### config.mk
export PLATFORM = sky130hd
export DESIGN_NAME = binary_to_bcd_seq
export DESIGN_NICKNAME = d
export VERILOG_FILES = /design/src/rtl/bcd_pkg.sv /design/src/rtl/bcd_digit_adj.sv /design/src/rtl/binary_to_bcd_seq.sv
export SDC_FILE = /design/constraint.sdc
export NUM_CORES = 1
export LEC_CHECK = 0
export CORE_UTILIZATION = 32
export DETAILED_ROUTE_END_ITERATION = 12
export SLEW_MARGIN = 30
export SYNTH_ARGS = -nofsm -noshare
export SYNTH_HDL_FRONTEND = slang
export SYNTH_SLANG_ARGS = --single-unit
export TNS_END_PERCENT = 1
### constraint.sdc
create_clock -name clk -period 1.9 [get_ports clk]
set_input_delay 0.38 -clock clk [delete_from_list [all_inputs] [get_ports clk]]
set_output_delay 0.38 -clock clk [all_outputs]
set_load 0.02 [all_outputs]
### src/rtl/bcd_pkg.sv
`default_nettype none
// ============================================================================
//  Package     : bcd_pkg
//  Description : Shared definitions for the sequential binary-to-BCD converter.
//                Holds the FSM state encoding, the BCD digit width, the
//                add-3 threshold and a helper that sizes the bit counter.
//  Revision    : 1.0  initial release
// ============================================================================
package bcd_pkg;

   typedef enum logic [1:0] {
      ST_IDLE  = 2'd0,
      ST_SHIFT = 2'd1,
      ST_DONE  = 2'd2
   } state_t;

   localparam int BCD_DIGIT_W = 4;
   localparam logic [BCD_DIGIT_W-1:0] ADD3_THRESH = 4'd5;

   // The counter must be able to hold the value bin_w itself.
   function automatic int cnt_width(input int bin_w);
      return (bin_w < 1) ? 1 : $clog2(bin_w + 1);
   endfunction

endpackage : bcd_pkg
`default_nettype wire

### src/rtl/bcd_digit_adj.sv
`default_nettype none
// ============================================================================
//  Module      : bcd_digit_adj
//  Description : Combinational double-dabble digit correction. A digit of
//                five or more gets three added (4-bit, no carry out) so that
//                the following left shift produces a correct decimal carry.
//  Ports       : din  - working BCD digit before the shift
//                dout - adjusted digit
//  Revision    : 1.0  initial release
// ============================================================================
module bcd_digit_adj
   import bcd_pkg::*;
(
   input  logic [BCD_DIGIT_W-1:0] din,
   output logic [BCD_DIGIT_W-1:0] dout
);

   assign dout = (din >= ADD3_THRESH) ? (din + 4'd3) : din;

endmodule : bcd_digit_adj
`default_nettype wire

### src/rtl/binary_to_bcd_seq.sv
`default_nettype none
// ============================================================================
//  Module      : binary_to_bcd_seq
//  Description : Sequential binary to packed-BCD converter using shift-and-
//                add-3, one input bit per clock, behind a start/done
//                handshake. Values of 10**DIGITS or more raise ovf and leave
//                the low DIGITS digits in bcd.
//  Ports       : clk   - rising-edge clock
//                rst_n - synchronous active-low reset
//                start - conversion request, honoured only while not busy
//                bin   - unsigned operand, captured on the accepting edge
//                busy  - conversion in progress
//                done  - one-cycle pulse, bcd/ovf freshly updated
//                bcd   - packed BCD result, digit 0 (units) in bits [3:0]
//                ovf   - result did not fit in DIGITS digits
//  Revision    : 1.0  initial release
// ============================================================================
module binary_to_bcd_seq
   import bcd_pkg::*;
#(
   parameter int BIN_W  = 8,
   parameter int DIGITS = 3
)(
   input  logic                          clk,
   input  logic                          rst_n,
   input  logic                          start,
   input  logic [BIN_W-1:0]              bin,
   output logic                          busy,
   output logic                          done,
   output logic [BCD_DIGIT_W*DIGITS-1:0] bcd,
   output logic                          ovf
);

   localparam int CNT_W = cnt_width(BIN_W);
   localparam int BCD_W = BCD_DIGIT_W * DIGITS;

   state_t           state;
   logic [CNT_W-1:0] cnt;
   logic [BIN_W-1:0] bin_sr;
   logic [BCD_W-1:0] digits;
   logic             ovf_acc;

   logic [BCD_W-1:0] digits_adj;
   logic [BCD_W-1:0] digits_next;
   logic             carry_out;

   generate
      for (genvar i = 0; i < DIGITS; i++) begin : g_adj
         bcd_digit_adj u_adj (
            .din  (digits    [i*BCD_DIGIT_W +: BCD_DIGIT_W]),
            .dout (digits_adj[i*BCD_DIGIT_W +: BCD_DIGIT_W])
         );
      end
   endgenerate

   // Shift the adjusted digits left, pulling the operand MSB into the units
   // LSB; whatever falls off the top digit means the value no longer fits.
   assign carry_out   = digits_adj[BCD_W-1];
   assign digits_next = {digits_adj[BCD_W-2:0], bin_sr[BIN_W-1]};

   always_ff @(posedge clk) begin
      if (!rst_n) begin
         state   <= ST_IDLE;
         cnt     <= '0;
         bin_sr  <= '0;
         digits  <= '0;
         ovf_acc <= 1'b0;
         busy    <= 1'b0;
         done    <= 1'b0;
         bcd     <= '0;
         ovf     <= 1'b0;
      end else begin
         done <= 1'b0;
         case (state)
            ST_IDLE, ST_DONE: begin
               if (start) begin
                  bin_sr  <= bin;
                  digits  <= '0;
                  ovf_acc <= 1'b0;
                  cnt     <= CNT_W'(BIN_W);
                  busy    <= 1'b1;
                  state   <= ST_SHIFT;
               end else begin
                  state   <= ST_IDLE;
               end
            end
            ST_SHIFT: begin
               digits  <= digits_next;
               bin_sr  <= bin_sr << 1;
               ovf_acc <= ovf_acc | carry_out;
               cnt     <= cnt - 1'b1;
               // Counter at one means this edge performs the final shift.
               if (cnt == CNT_W'(1)) begin
                  bcd   <= digits_next;
                  ovf   <= ovf_acc | carry_out;
                  done  <= 1'b1;
                  busy  <= 1'b0;
                  state <= ST_DONE;
               end
            end
            default: state <= ST_IDLE;
         endcase
      end
   end

endmodule : binary_to_bcd_seq
`default_nettype wire
==> out/results.ini <==
[route]
drc=0
drt_iter0_markers=93
finalWirelength_mm=3.86
via_per_inst=4.93
drt_pass1_iterations=4
wl_per_cell_um=12.4
final_antenna_net_count=0
vias=1527

[final_layout]
layout.nets=256
finalInstanceArea_sq_um=2260
areaGrowthSynthToFinish_pct=22.5
n_antenna_cell=0
utilization_pct=40.8
final.fill_count=573
drive_above_1_share_pct=10.1
final_cell_mix=dfxtp_1 (42), a21oi_1 (25), clkdlybuf4s50_1 (25), o21ai_0 (21), nor2_1 (13)
layout_commonest_cell=dfxtp_1

[clocking]
clock_latency_ps=290
hold_buffers=0
post_cts_buffers=0
cts.sinks=42
cts_tree=yes
numCtsBuffers=5
ctsHtreeMaxLevel=2
cts_buffer_depth=2
cts_resized=0
clk_pin_slew_worst_paths_ps=70
root_buffer=clkbuf_8

[place]
place_area_sq_um=2170
gp_congestion=0.718
dpl.hpwl_mm=2.75
placement.io_buffers=25

[power]
power_density_nw_per_um2=752
power_mw=1.70
ir_drop_mv=0.445
leakagePower_nw=0.781

[critical_path]
cp.required_ps=2110
crit_cells=6
path_delay_family=compound AO/OA/AOI/OAI gates
critical_path.endpoint_type=register
slowest_stage=mux2_2
worstSetupPathType=register to register
critical_path_arrival_ps=1830
r2r_cells=6
worst-path-buf-inv=1
cp_max_fo=5
max_stage_delay_ps=390
crit_chain=inv_1, ha_1, nand2b_1, a21oi_1, mux2_2, o21ai_0
setup.worst_path.start_class=register

[synth]
synth.avg_cell_area_sq_um=8.83
synthCells=209
synth_edf_count=0
yosysWarningCount=0
synth-main-ff-cell=dfxtp_1
synthDistinctLibCells=34
netlist_area_sq_um=1850
synth_fp_nets=228
ys_seq_area_share_pct=45.6
async_reset_ff_share_pct=0
ys_seq_elements=42

[floorplan]
die_h_um=77.9
rows=27
dieWidth_um=77.9
initial_core_util_pct=33.3
die_area_sq_um=6070
core_sq_um=5540
io_pins=26

[timing]
slew_headroom_pct=60.1
clock.fmax_mhz=615
fin_skew_ps=6.36
whs_ps=457
setup_viol=0
tns_ps=0
period_share_pct=85.5
hold_violations=0
worst_slew_pin_slew_ps=599
report.final.slew_viol_count=0
rsz0062_at_grt=no
period_needed_ps=1620

[grt]
grt_max_degree=15
grt_pass1_vias=1392
grtUsageTotal_pct=14.0
overflow=0
grt_first_pass_wirelength_mm=6.60
antenna_found_initial=0

[run]
drv_cap=0

[outcome]
status=completed

[hold_path]
hold_depth=2
hp-class=register to register

==> worst paths after layout <==
kind / start / end / slack (ps)
worst max-delay path: digits[8]$_SDFFE_PN0P_ / digits[10]$_SDFFE_PN0P_ / 280
worst min-delay path: bin_sr[6]$_SDFFE_PN0P_ / bin_sr[6]$_SDFFE_PN0P_ / 460
worst max register to register: digits[8]$_SDFFE_PN0P_ / digits[10]$_SDFFE_PN0P_ / 280
worst min register to register: bin_sr[6]$_SDFFE_PN0P_ / bin_sr[6]$_SDFFE_PN0P_ / 460
==> through the flow <==
stage               std cells  setup WS, ps
global placement          302           180
CTS                       310           264
detailed placement        302           140
global route              310          73.4
floorplan                 209           455
finish                    310           275
==> state kept, by name (all words and copies together), names as in the netlist <==
register / count
bcd: 12
digits: 12
bin_sr: 8
cnt: 4
state: 2
busy: 1
done: 1
ovf: 1
ovf_acc: 1
==> worst reg2reg max path, cell delays in order, from the launching register on <==
cell      delay [ps]
dfxtp_1          350
inv_1            100
ha_1             240
nand2b_1         100
a21oi_1          250
mux2_2           390
o21ai_0          140
==> synthesized netlist by cell type, drive strengths merged, types with 2 or more instances <==
cell type | n | share of area [%]
nand2 | 12 | 2.6
buf | 7 | 2.9
nand2b | 5 | 1.7
and2 | 2 | 0.81
nand3 | 10 | 2.7
nor2b | 2 | 0.81
mux2 | 3 | 1.8
nand4 | 8 | 2.7
ha | 8 | 5.4
clkbuf | 4 | 0.81
nor3 | 4 | 1.1
nor3b | 7 | 3.1
a21oi | 25 | 6.8
inv | 12 | 2.4
a211oi | 4 | 1.6
a22oi | 9 | 3.7
nor2 | 14 | 3.3
xnor2 | 3 | 1.4
o21ai | 24 | 6.7
dfxtp | 42 | 46
==> cell families (layout without fill, tap and decap cells) <==
| group | Yosys count | after routing | share of synthesized area [%] |
|---|---|---|---|
| flops | 42 | 42 | 45.6 |
| compound gates | 65 | 65 | 20.4 |
| xor+xnor | 3 | 3 | 1.42 |
| fa+ha+maj | 8 | 8 | 5.42 |
| simple gates | 65 | 65 | 19.2 |
| mux | 3 | 3 | 1.83 |
| buf+inv | 23 | 52 | 6.17 |
==> where the power goes <==
group	total (mW)	internal [mW]	switching, mW	leakage [nW]
Combinational	0.191	0.0809	0.110	0.392
Clock	0.577	0.293	0.284	0.0482
Sequential	0.932	0.910	0.0218	0.341
==> layout make-up <==
type / count / area, sq um / area share (%)
Clock buffer: 7 / 86.3 / 3.82
Clock inverter: 1 / 5.00 / 0.221
Inverter: 12 / 45.0 / 1.99
Multi-Input combinational cell: 144 / 891 / 39.4
Sequential cell: 42 / 841 / 37.2
Tap cell: 72 / 90.1 / 3.98
Timing Repair Buffer: 32 / 303 / 13.4
==> metal layers <==
layer	track usage (%)	wire length, um	vias to the layer above
met4	5.56	29	0
li1	-	-	790
met5	0	0	-
met3	3.76	138	2
met2	21.7	1720	24
met1	18.4	1970	711
(Power assumes the default switching activity.)
